`src/rtl/tour_cmd_seq.sv`:
```
// ----------------------------------------------------------------------------
// tour_cmd_seq
//   Replays a solved knight's tour as command-processor commands.
//   After start_tour, each one-hot move byte (addressed by indx) is split into
//   a vertical command and then a horizontal command. Each command is offered
//   on cmd/cmd_rdy until it is accepted, and then held until execution is
//   reported. In IDLE, UART commands pass straight through.
//
// Ports
//   clk, rst_n      clock, synchronous active-low reset
//   start_tour      1-clk pulse from the solver; starts a replay
//   move [7:0]      one-hot move at indx (combinational from the solver)
//   indx [4:0]      index of the move being replayed
//   cmd_UART [15:0] / cmd_rdy_UART   command from the UART wrapper
//   clr_cmd_rdy     clears the UART wrapper cmd_rdy (IDLE pass-through only)
//   cmd [15:0] / cmd_rdy             command to cmd_proc (combinational)
//   clr_cmd_rdy_in  cmd_proc accepted cmd
//   send_resp       cmd_proc finished executing cmd
//   resp [7:0]      registered response byte to the UART transmitter
// ----------------------------------------------------------------------------
module tour_cmd_seq #(
  parameter int unsigned NUM_MOVES = 24,
  parameter logic [7:0]  POS_ACK   = 8'h5A,
  parameter logic [7:0]  DONE_ACK  = 8'hA5,
  parameter logic [7:0]  ERR_RESP  = 8'hEE
) (
  input  logic        clk,
  input  logic        rst_n,
  input  logic        start_tour,
  input  logic [7:0]  move,
  output logic [4:0]  indx,
  input  logic [15:0] cmd_UART,
  input  logic        cmd_rdy_UART,
  output logic        clr_cmd_rdy,
  output logic [15:0] cmd,
  output logic        cmd_rdy,
  input  logic        clr_cmd_rdy_in,
  input  logic        send_resp,
  output logic [7:0]  resp
);

  localparam int unsigned IDX_W  = 5;
  localparam int unsigned CMD_W  = 16;
  localparam int unsigned RESP_W = 8;

  localparam logic [3:0] OP_VERT  = 4'h2;
  localparam logic [3:0] OP_HORZ  = 4'h3;
  localparam logic [7:0] HDG_N    = 8'h00;
  localparam logic [7:0] HDG_S    = 8'h7F;
  localparam logic [7:0] HDG_E    = 8'hBF;
  localparam logic [7:0] HDG_W    = 8'h3F;

  typedef enum logic [2:0] {IDLE, VERT, HOLDV, HORZ, HOLDH} state_t;

  state_t              state_q, state_d;
  logic [IDX_W-1:0]    indx_q, indx_d;
  logic [RESP_W-1:0]   resp_q, resp_d;

  logic                dx_neg, dy_neg;
  logic [1:0]          dx_mag, dy_mag;
  logic [CMD_W-1:0]    cmd_vert, cmd_horz;
  logic                last_move;

  assign indx = indx_q;
  assign resp = resp_q;

  // Move decode: lowest set bit wins, giving signed (dx,dy) as sign + magnitude
  always_comb begin
    dx_neg = 1'b0;
    dx_mag = 2'd0;
    dy_neg = 1'b0;
    dy_mag = 2'd0;
    casez (move)
      8'b???????1: begin dx_neg = 1'b1; dx_mag = 2'd1; dy_neg = 1'b0; dy_mag = 2'd2; end
      8'b??????10: begin dx_neg = 1'b0; dx_mag = 2'd1; dy_neg = 1'b0; dy_mag = 2'd2; end
      8'b?????100: begin dx_neg = 1'b1; dx_mag = 2'd2; dy_neg = 1'b0; dy_mag = 2'd1; end
      8'b????1000: begin dx_neg = 1'b1; dx_mag = 2'd2; dy_neg = 1'b1; dy_mag = 2'd1; end
      8'b???10000: begin dx_neg = 1'b1; dx_mag = 2'd1; dy_neg = 1'b1; dy_mag = 2'd2; end
      8'b??100000: begin dx_neg = 1'b0; dx_mag = 2'd1; dy_neg = 1'b1; dy_mag = 2'd2; end
      8'b?1000000: begin dx_neg = 1'b0; dx_mag = 2'd2; dy_neg = 1'b1; dy_mag = 2'd1; end
      8'b10000000: begin dx_neg = 1'b0; dx_mag = 2'd2; dy_neg = 1'b0; dy_mag = 2'd1; end
      default:     begin dx_neg = 1'b0; dx_mag = 2'd0; dy_neg = 1'b0; dy_mag = 2'd0; end
    endcase
  end

  assign cmd_vert  = {OP_VERT, (dy_neg ? HDG_S : HDG_N), 2'b00, dy_mag};
  assign cmd_horz  = {OP_HORZ, (dx_neg ? HDG_W : HDG_E), 2'b00, dx_mag};
  assign last_move = (indx_q == IDX_W'(NUM_MOVES - 1));

  // State, move index and response registers
  always_ff @(posedge clk) begin
    if (!rst_n) begin
      state_q <= IDLE;
      indx_q  <= '0;
      resp_q  <= DONE_ACK;
    end else begin
      state_q <= state_d;
      indx_q  <= indx_d;
      resp_q  <= resp_d;
    end
  end

  // Next-state and command hand-off
  always_comb begin
    state_d     = state_q;
    indx_d      = indx_q;
    resp_d      = resp_q;
    cmd         = '0;
    cmd_rdy     = 1'b0;
    clr_cmd_rdy = 1'b0;
    unique case (state_q)
      IDLE: begin
        cmd         = cmd_UART;
        cmd_rdy     = cmd_rdy_UART;
        clr_cmd_rdy = clr_cmd_rdy_in;
        // Answer a pass-through command with the normal acknowledge
        if (send_resp) resp_d = DONE_ACK;
        if (start_tour) begin
          indx_d  = '0;
          state_d = VERT;
        end
      end
      VERT: begin
        // An empty move byte aborts the tour without issuing a command
        if (move == 8'h00) begin
          resp_d  = ERR_RESP;
          state_d = IDLE;
        end else begin
          cmd     = cmd_vert;
          cmd_rdy = 1'b1;
          if (clr_cmd_rdy_in) state_d = HOLDV;
        end
      end
      HOLDV: begin
        cmd = cmd_vert;
        if (send_resp) state_d = HORZ;
      end
      HORZ: begin
        cmd     = cmd_horz;
        cmd_rdy = 1'b1;
        if (clr_cmd_rdy_in) state_d = HOLDH;
      end
      HOLDH: begin
        cmd = cmd_horz;
        if (send_resp) begin
          if (last_move) begin
            resp_d  = DONE_ACK;
            state_d = IDLE;
          end else begin
            indx_d  = indx_q + IDX_W'(1);
            resp_d  = POS_ACK;
            state_d = VERT;
          end
        end
      end
      default: state_d = IDLE;
    endcase
  end

endmodule

```
`config.mk`:
```
export PLATFORM = sky130hd
export DESIGN_NAME = tour_cmd_seq
export DESIGN_NICKNAME = d
export VERILOG_FILES = /design/src/rtl/tour_cmd_seq.sv
export SDC_FILE = /design/constraint.sdc
export NUM_CORES = 1
export LEC_CHECK = 0
export ABC_AREA = 1
export CAP_MARGIN = 20
export CORE_MARGIN = 8
export CORE_UTILIZATION = 40
export DETAILED_ROUTE_END_ITERATION = 12
export PLACE_DENSITY = 0.94
export SLEW_MARGIN = 20
export SYNTH_ARGS = -nofsm -noshare
export SYNTH_HDL_FRONTEND = slang
export SYNTH_SLANG_ARGS = --single-unit
```
`constraint.sdc`:
```
create_clock -name clk -period 2.2 [get_ports clk]
set_clock_uncertainty 0.2 [all_clocks]
set_input_delay 0.33 -clock clk [delete_from_list [all_inputs] [get_ports clk]]
set_output_delay 0.33 -clock clk [all_outputs]
set_load 0.03 [all_outputs]
```
Word-level counts from Yosys, hierarchy flattened

Index checks and enable logic that the tools add are counted.

Register bits: 16
Bits in latches: 0
RAM bits: 0
Bits in read-only memories: 0
Bits of input ports: 30
Output and inout bits: 31
Word-level logic and storage cells: 64
Memories kept: 0

$add $sub $neg: 1
$mul: 0
Div/mod/pow operators: 0
$lt $le $gt $ge: 0
Equal/unequal tests: 20
Shift operators: 0
Multiplexer cells: 28
Bitwise logic cells: 0
Reductions and logical operators: 12

Operators with widths:

| cell                | count |
|---|---|
| $pmux 16 s4         | 1 |
| $mux 8              | 5 |
| $pmux 8 s3          | 1 |
| $mux 3              | 6 |
| $reduce_or 4->1     | 4 |
| $mux 5              | 3 |
| $pmux 3 s5          | 1 |
| $mux 14             | 1 |
| $ne 2x2->1 const B  | 7 |
| $eq 5x5->1 const B  | 2 |
| $pmux 5 s2          | 1 |
| $eq 8x8->1 const B  | 1 |
| $logic_not 8->1     | 1 |
| $pmux 2 s2          | 2 |
| $reduce_and 4->1    | 2 |
| $eq 7x7->1 const B  | 1 |
| $mux 7              | 1 |
| $eq 3x2->1 const B  | 2 |
| $eq 3x3->1 const B  | 2 |
| $eq 6x6->1 const B  | 1 |
| $add 5x1->5 const B | 1 |
| $mux 1              | 5 |
| $reduce_and 5->1    | 1 |
| $eq 4x4->1 const B  | 1 |
| 8 further kinds     | 8 |

Logic depth before layout (Yosys ltp)

Gate-level depths: netlist of the first run.

Depth in word-level cells: 6
Depth in mapped cells: 11
Depth with buffers taken out: 11

Worst setup path before layout of the first run

Ideal clock, no wire load.

Path type: register -> output
Start point: register state_q[1]
End point: output port clr_cmd_rdy
Data arrival time: 1283 ps
Required time: 1670 ps
Slack: 387 ps
Stages on the path, launching flop included: 6
Buffers on the path: 0
Cells stage by stage: dfxtp_1 > nor2_4 > inv_1 > nor2_1 > inv_1 > nor2_1

Longest elaborated chain between the ends: 2

Ends and longest elaborated chain:

| element                | RTL line | text |
|---|---|---|
| from (decl)            | 55       | `state_t state_q, state_d;` |
| from (signal assigned) | 97       | `state_q <= state_d;` |
| $logic_not 3->1        | 111      | `unique case (state_q)` |
| $mux 1                 | 111      |  |
| to (decl)              | 34       | `output logic clr_cmd_rdy,` |

Every way passes these cells.

Worst setup path in the final report of the first run

Start point: input port move[7]
End point: output port cmd[1]

Longest elaborated chain between the ends: 5
Elaborated cells on any way between the ends: 7
Those cells by class: 1 x eq/ne; 4 x mux; 2 x reduce/logical

Ends and longest elaborated chain:

| element                   | RTL line | text |
|---|---|---|
| from (decl)               | 30       | `input logic [7:0] move,` |
| $eq 8x8->1                | 73       | `casez (move)` |
| $reduce_or 4->1 (no line) | -        |  |
| $pmux 2 s2                | 73       |  |
| $mux 14                   | 125      | `if (move == 8'h00) begin` |
| $pmux 16 s4 *             | 111      |  |
| to (decl)                 | 35       | `output logic [15:0] cmd,` |

Every way passes the cells marked *; elsewhere a longest branch is shown, timed or not.

==> results of run 1 <==
## worst paths after layout
path | end | slack (ns) | cells past startpoint
setup / recovery | cmd[1] | 0.05 | 10
setup reg to reg | resp[0] | 0.41 | 11
hold / removal | resp[6] | 0.30 | 2
hold reg to reg | resp[6] | 0.30 | 2
## cell usage in the layout, fill, tap and decap left out, types with 3 or more instances in the layout
cell type | Yosys | routed
sky130_fd_sc_hd__nand2_1 | 46 | 40
sky130_fd_sc_hd__inv_1 | 30 | 25
sky130_fd_sc_hd__dfxtp_1 | 12 | 9
sky130_fd_sc_hd__dfxtp_2 | 0 | 3
sky130_fd_sc_hd__buf_6 | 0 | 10
sky130_fd_sc_hd__clkbuf_4 | 0 | 3
sky130_fd_sc_hd__a21oi_1 | 6 | 6
sky130_fd_sc_hd__nor2_4 | 5 | 7
sky130_fd_sc_hd__inv_2 | 4 | 7
sky130_fd_sc_hd__nand2_2 | 2 | 7
sky130_fd_sc_hd__o21ai_2 | 2 | 3
sky130_fd_sc_hd__clkdlybuf4s50_1 | 0 | 35
sky130_fd_sc_hd__dlymetal6s2s_1 | 0 | 5
sky130_fd_sc_hd__nor2_1 | 30 | 26
sky130_fd_sc_hd__buf_4 | 6 | 31
sky130_fd_sc_hd__nor2_2 | 2 | 4
sky130_fd_sc_hd__nand3_1 | 24 | 17
sky130_fd_sc_hd__nand3_2 | 1 | 7
## layer usage
layer	global-route usage, %	vias up
met3	3.31	24
met4	6.27	0
met1	16.7	709
li1	-	735
met2	31.1	74
met5	0	-
## flip-flops by register name (all words and copies together) (netlist names)
signal   count
state_q      3
indx         5
resp         4
## area by class of cell
| cell class | count | area share [%] |
|---|---|---|
| multi-input combinational | 133 | 38.4 |
| tap | 30 | 1.87 |
| timing repair buffer | 84 | 39.7 |
| sequential | 12 | 12.2 |
| clock buffer | 3 | 1.12 |
| inverter | 34 | 6.80 |
## power groups by stage
stage                     clock network (mW)  logic [mW]  registers [mW]
final                                  0.129        2.81           0.384
after global routing                   0.146        2.96           0.397
after CTS                              0.133        2.55           0.372
after detailed placement                   0        2.39           0.375
after global placement                     0        2.36           0.370
after floorplan                            0        1.40           0.468
## worst min-delay path, stage by stage, from the launching register on
cell and delay [ns]:
sky130_fd_sc_hd__dfxtp_1 0.33, sky130_fd_sc_hd__nand2_1 0.07, sky130_fd_sc_hd__a21oi_1 0.05
## kinds of logic (layout without fill, tap and decap cells)
family          after synthesis  count (layout)  synth area share, %
compound gates               16              16                 9.16
flops                        12              12                 22.5
buf+inv                      40             121                 16.2
simple gates                115             115                 50.1
fa+ha+maj                     1               1                 1.17
xor+xnor                      1               1                0.822
## per-stage QoR
step                      hold slack, ns  setup TNS (ns)  power, mW
after floorplan                    0.350               0       1.87
after global placement             0.270           -1.02       2.73
after detailed placement           0.278           -1.46       2.77
after CTS                          0.294         -0.0202       3.05
after global routing               0.311          -0.425       3.51
final                              0.300               0       3.32
## repair_timing
| item | 4_1_cts | 5_1_grt |
|---|---|---|
| resized for setup | 31 | 34 |
| gates cloned | 1 | 0 |
| pin swaps | 6 | 14 |
| setup buffers | 1 | 6 |
| endpoints found under the setup margin | 12 | 17 |
==> results.md, run 1 <==
Run status:
- The run finished with clean final reports.

Synth:
- The flip-flop and latch count after synthesis is 12.
- The number of enable flip-flop cells after synthesis is 0.
- In the synthesized netlist, the cells that appear most often are 46 x sky130_fd_sc_hd__nand2_1, 30 x sky130_fd_sc_hd__inv_1, 30 x sky130_fd_sc_hd__nor2_1.
- Counting every net in the synthesized netlist gives ~220.
- Yosys printed 0 warnings.
- Summing every instance area after synthesis gives 0.00107 sq mm.
- The leading register cell type out of synthesis is sky130_fd_sc_hd__dfxtp_1.
- The number of different library cells used by synthesis comes to 22.
- sky130_fd_sc_hd__nand2_1 is the most common cell in the netlist.
- Each instance of the synthesized netlist takes up on average 5.76 sq um.
- After synthesis, the cell types taking the most area are sky130_fd_sc_hd__dfxtp_1 23%, sky130_fd_sc_hd__nand2_1 16%, sky130_fd_sc_hd__nand3_1 11%.
- The share of synthesized area in the top cell type comes to 22.5%.
- The top cell type by total area after synthesis is sky130_fd_sc_hd__dfxtp_1.
- The number of cells produced by synthesis is approximately 190.
- The share of flip-flops with an asynchronous set or reset is 0%.
- Summing the sequential cell areas from Yosys gives 22.5% of the chip area.

Pwr:
- In this run, the combinational gates consume between 80 and 90% of the power.
- Net switching is approximately 54% of the power.
- Internal power comes to 1.52 mW.
- The clock network accounts for 3.9% of the total power.
- The analysis attributes to cell leakage a power of 1.05 nW.
- In this run the power density over the cells is 1660 mW/mm^2.
- The part of the total power dissipated in sequential elements is 11.6%.
- The maximum vdd ir drop is 1.29 mV.
- In this run the power spent charging and discharging nets is 1.81 mW.

Cells and area:
- The total number of nets in the final design is 299.
- The share of final-layout standard cells stronger than drive strength 1 is 34.2%.
- The count of filler cells inserted in the layout is ~140.
- Summing all multi-input logic gate instances after layout gives 771 sq um.
- The register cell area after layout is 244 sq um.
- 0 antenna diodes ended up in the layout.
- The layout overhead on the synthesized area is 88.3%.
- For this run, the share of the core covered by cells in the final layout is about four fifths.
- Once layout is done, the placed cells without fillers occupy 0.00201 sq mm.
- The number of standard cells in the layout, taps in and fillers out is 296.

STA:
- The headroom to the max-slew limit is between 70% and 80%.
- Setup repair after global routing could not meet its margin everywhere.
- The count of final hold-check violations was 0.
- For the pin with the worst max-slew slack, the measured transition is between 0.3 and 0.4 ns.
- The minimum setup slack in the final design is between 0.04 and 0.05 ns.
- Dividing the final minimum period by the clock period gives 97.8%.
- Setup violations remaining at the end of the flow were counted as 0.
- The max-slew violation total from the final report came to 0.
- Derived from the worst setup path, the maximum achievable clock frequency is 465 MHz.
- The routed design could run at a clock period as short as around 2.2 ns.

Detailed routing:
- The initial DRC count is 115.
- For this run, the detailed router's first-pass iteration total came to 5.
- The routed length per instance is roughly 16 microns.
- The total length of routed met3 wires is 390 microns.
- The average vias per placed instance is 5.21.
- In the routed design, unresolved DRC markers number 0.
- The remaining number of nets flagged by the antenna check after routing is 0.
- The uppermost metal layer occupied by signal nets is met4.
- The routed wire length is between 4 and 5 mm.
- The total vias in the final route is approximately 1500.
- The met1 wire length is 1.71 mm.
- The detailed-routed wire length on met2 is ~2.3 mm.

CTS:
- Buffers inserted during clock tree synthesis total 3.
- TritonCTS built the clock tree.
- The clock latency reported for the late side of the worst-skew pair is 0.27 ns.
- The CTS sink count is 12.
- Counting along the longest clock path gives a buffer depth of 2.
- The clock transition at the registers of the reported paths is 0.07 ns.
- The number of levels in the clock H-tree is 1.
- The tree is rooted in a sky130_fd_sc_hd__clkbuf_4.
- Buffers inserted to repair hold after CTS numbered 0.

Global routing:
- Entering global routing, the biggest net connects 10 pins.
- The via count of the first global-routing pass was 1293.
- Summed over all layers, the global routing overflow is 0.
- The overall track demand over capacity in global routing is between 15 and 20%.
- The first global-routing pass estimated between 5 and 6 mm of wire.
- The initial antenna violation count is 0.

Worst hold path:
- The start point of the worst min-delay path is resp[6].
- The worst hold-check path type is register to register.

Floorplanning:
- The horizontal extent of the die is approximately 68 microns.
- The die covers 0.00457 sq mm.
- The count of boundary I/O pins is about 60.
- The core region area is roughly 0.0025 sq mm.
- In this run the core area contains 18 standard-cell rows.
- The initial utilization of the core area, before any placement, comes to 42.6%.
- Measured along the y axis, the die boundary spans 67.6 microns.

Job:
- Across the run, the number of max-cap violations was 0.

Placement:
- At the placement stage, the worst setup path has a slack of -0.532 ns.
- The congestion estimate from routability-driven global placement came to 0.932.
- The detailed placement HPWL is 3.01 mm.
- The number of placed instances, taps included is 285.
- Port buffering added 60 buffers.
- The total placed instance area is roughly 0.0017 sq mm.

Setup path:
- The master of the slowest instance on the critical path is sky130_fd_sc_hd__clkdlybuf4s50_1.
- STA classifies the critical path endpoint as an output pin.
- The kind of start point of the critical path is a primary input.
- The buffers plus inverters on the worst setup path is 3.
- The signal arrival time at the worst endpoint is 1.62 ns.
- Grouping stages by cell kind, the critical path spends the most delay in simple AND/OR/NAND/NOR gates.
- The worst-path maximum fanout is 2.
- At the worst endpoint, the required time is 1.67 ns.
- The critical path goes through clkdlybuf4s50_1, nor2_1, nand2_1, nor2_4, nor2_4, nor2_2, inv_1, nand2_1, nand3_1, buf_6.
- The largest single stage delay on the critical path is around 0.40 ns.
- In this run the worst setup path begins at move[7].
- The launching point of the worst reg2reg path is state_q[0].
- The critical path is of the primary input to output pin type.
Note: power is estimated with default switching activity, not from simulation.
==> inputs of run 2 (changes only) <==
- CORE_MARGIN: 8 -> not set
==> run 2 against run 1 <==
Net effect:
- largest power group unchanged
- worst setup slack gained 0.025 ns
- final cell count down 3.4%
- core utilization decreased by 7.7 points
- highest routed layer unchanged
- sequential share of layout area up 1.2 points
- wire length shrank 34%
- fmax grew 1.2%
- critical path depth did not move
- non-clock buffer count decreased by 10
- largest cell class unchanged
==> results.md, run 2 (synthesis results as in run 1) <==
Detailed routing:
- The number of design rule violations left after detail routing is 0.
- The first routing iteration left 22 violations.
- The routed length per instance is approximately 11 microns.
- The routed layout has around 1400 vias.
- The routed wire length is 3.09 mm.
- The first TritonRoute pass finished after 4 iterations.
- The count of nets left with antenna violations once routing finished came out at 0.
- The average vias per placed instance is 4.73.

STA:
- The setup total negative slack is 0 ns.
- The max-slew violation total from the final report is 0.
- For the pin with the worst max-slew slack, the measured transition is 0.316 ns.
- The post-route minimum period is 2.13 ns.
- In this run the tightest slew margin relative to its limit is 78.9%.
- The portion of the clock cycle consumed by the worst path in the final layout is 96.7%.
- The final setup violation count is 0.
- The count of final hold-check violations came to 0.
- The maximum clock frequency is between 400 and 500 MHz.

Setup path:
- On the worst path, the slowest cell contributes a delay of 0.43 ns.
- The worst setup path is captured at an output pin.
- The number of cells on the worst reg-to-reg path is 9.
- The required time of the critical path is 1.67 ns.
- Along the worst path, the maximum fanout reaches 2.
- The signal arrival time at the worst endpoint is roughly 1.6 ns.
- The register-to-register setup slack is approximately 0.5 ns.
- The launching point of the worst reg2reg path is indx[0].
- In this run the critical register-to-register path is captured at indx[0].
- The slowest stage of the critical path is the sky130_fd_sc_hd__clkdlybuf4s50_1 cell.
- Walking the worst path, the cells encountered are clkdlybuf4s50_1, nor2_2, nand2_2, nor2_4, nor2_4, nor2_2, inv_1, nand2_1, nand3_1, buf_6.
- STA classifies the critical path startpoint as a primary input.
- The critical path is of the primary input to output pin type.

Cells and area:
- Of the cells placed in the final design, the portion with a size suffix greater than 1 is 25.8%.
- The flip-flop count of the largest register, all copies and words added is 5.
- The finished layout holds roughly 290 standard cells, fillers aside.
- Leaving out fill and tap cells, the most frequent cells in the layout are 44 x sky130_fd_sc_hd__nand2_1, 36 x sky130_fd_sc_hd__clkdlybuf4s50_1, 28 x sky130_fd_sc_hd__inv_1, 26 x sky130_fd_sc_hd__buf_4.
- The total inserted antenna cells is 0.
- The total number of nets in the final design is 289.
- The post-layout instance area is ~0.0018 sq mm.
- The library cell used most frequently in the layout, excluding fill and tap cells, is sky130_fd_sc_hd__nand2_1.
- The layout overhead on the synthesized area is 70.2%.

CTS:
- The number of hold buffers added after CTS was 0.
- The TritonCTS buffer count is 3.
- The clock latency reported for the late side of the worst-skew pair is 0.27 ns.
- Counting along the longest clock path gives a buffer depth of 2.
- The clock drives 12 sinks.
- TritonCTS built the clock tree.
- In this run the number of H-tree levels came out at 1.
- The clock root buffer is sky130_fd_sc_hd__clkbuf_4.
- Clock-pin slew was measured on the worst setup and hold paths at ~0.060 ns.

Placement:
- After legalization and detailed placement, the total HPWL measured approximately 2.5 mm.
- In this run the tool buffered the top-level ports with 60 buffer cells.
- The global placement routability congestion is 0.942.
- The number of placed instances, taps included is 282.
- Summing all placed instances gives a cell area of 0.00171 sq mm.

Floorplanning:
- The number of placement rows is 18.
- The horizontal extent of the die is 53.6 microns.
- For this configuration, the core starts out at a cell density of between 40 and 50%.
- After floorplanning, the core was sized to cover 0.00250 sq mm.
- The floorplan step defined a die boundary enclosing approximately 0.0029 sq mm.
- The count of boundary I/O pins is 61.
- The chip height is 53.6 microns.

Pwr:
- In this run the static leakage power is a little under 1 nW.
- For this design the ratio of total power to cell area is 1580 mW/mm^2.
- Across the VDD grid, the largest voltage drop is approximately 1.3 mV.

Worst hold path:
- The worst hold-check path type is register to register.
- For hold timing, the worst endpoint is resp[0].
- The cell depth of the worst min-delay path is 2.
- The start point of the worst min-delay path is resp[0].

Global routing:
- The overall track demand over capacity in global routing is 21.4%.
- Entering global routing, the biggest net connects 12 pins.
- The total grt overflow is 0.
- The initial antenna violation count is 0.
- The global-route wire length before repair is 4.51 mm.
- The via count of the first global-routing pass is 1106.

Run status:
- The run finished with clean final reports.

Job:
- The max-cap check violation count is 0.
-- run 2: cell count changes in the layout (fill, tap and decap cells not counted), moves of 4 or more --
cell / previous run / this run
sky130_fd_sc_hd__nand3_1: 17 / 24
sky130_fd_sc_hd__nand3_2: 7 / 1
sky130_fd_sc_hd__nand2_1: 40 / 44
sky130_fd_sc_hd__buf_6: 10 / 5
sky130_fd_sc_hd__buf_4: 31 / 26
-- run 2: worst max-delay path, delay by kind of cell --
| kind | cells | cell delay (ns) |
|---|---|---|
| buffers and inverters | 3 | 0.64 |
| AND/OR/NAND/NOR | 7 | 0.62 |
-- run 2: power by group --
| part | switching [mW] | internal, mW | total, mW |
|---|---|---|---|
| clock | 0.0659 | 0.0635 | 0.129 |
| sequential | 0.0812 | 0.296 | 0.377 |
| combinational | 1.43 | 0.935 | 2.36 |
| total | 1.57 | 1.29 | 2.87 |
-- run 2: metal layers --
metal | wire length (microns) | track usage [%] | vias to the layer above
met5 | 0 | 0 | -
met4 | 23 | 5.26 | 0
met3 | 192 | 3.95 | 5
met2 | 1590 | 39.0 | 48
met1 | 1280 | 25.6 | 591
li1 | - | - | 709
-- run 2: repair_timing --
| item | in CTS | in global routing |
|---|---|---|
| endpoints found under the setup margin | 6 | 12 |
| buffers inserted | 1 | 0 |
| pin swaps | 1 | 7 |
| resized for setup | 6 | 22 |
-- run 2: layout make-up --
cell class | count | area, sq um
Tap cell | 30 | 37.5
Clock buffer | 3 | 22.5
Sequential cell | 12 | 243
Multi-Input combinational cell | 133 | 688
Inverter | 34 | 128
Fill cell | 196 | 686
Timing Repair Buffer | 74 | 696
-- run 2: worst max-delay path by stage --
| stage | start | to | slack (ns) | depth (start not counted) |
|---|---|---|---|---|
| global placement | move[4] | cmd[1] | 0.002 | 10 |
| finish | move[1] | cmd[1] | 0.07 | 10 |
| global route | move[7] | cmd[1] | -0.05 | 10 |
| CTS | move[4] | cmd[7] | -0.003 | 10 |
| detailed placement | move[2] | cmd[1] | -0.11 | 10 |
| floorplan | state_q[1] | clr_cmd_rdy | 0.39 | 5 |
-- run 2: stage by stage --
stage               hold WS [ns]  setup WS (ns)  power [mW]  util (%)
floorplan                  0.350          0.387        1.87         -
global placement           0.269        0.00162        2.63      68.6
detailed placement         0.273         -0.107        2.67      68.6
CTS                        0.292       -0.00301        2.82      70.4
global route               0.311        -0.0508        3.08      72.6
finish                     0.290         0.0731        2.87      72.6
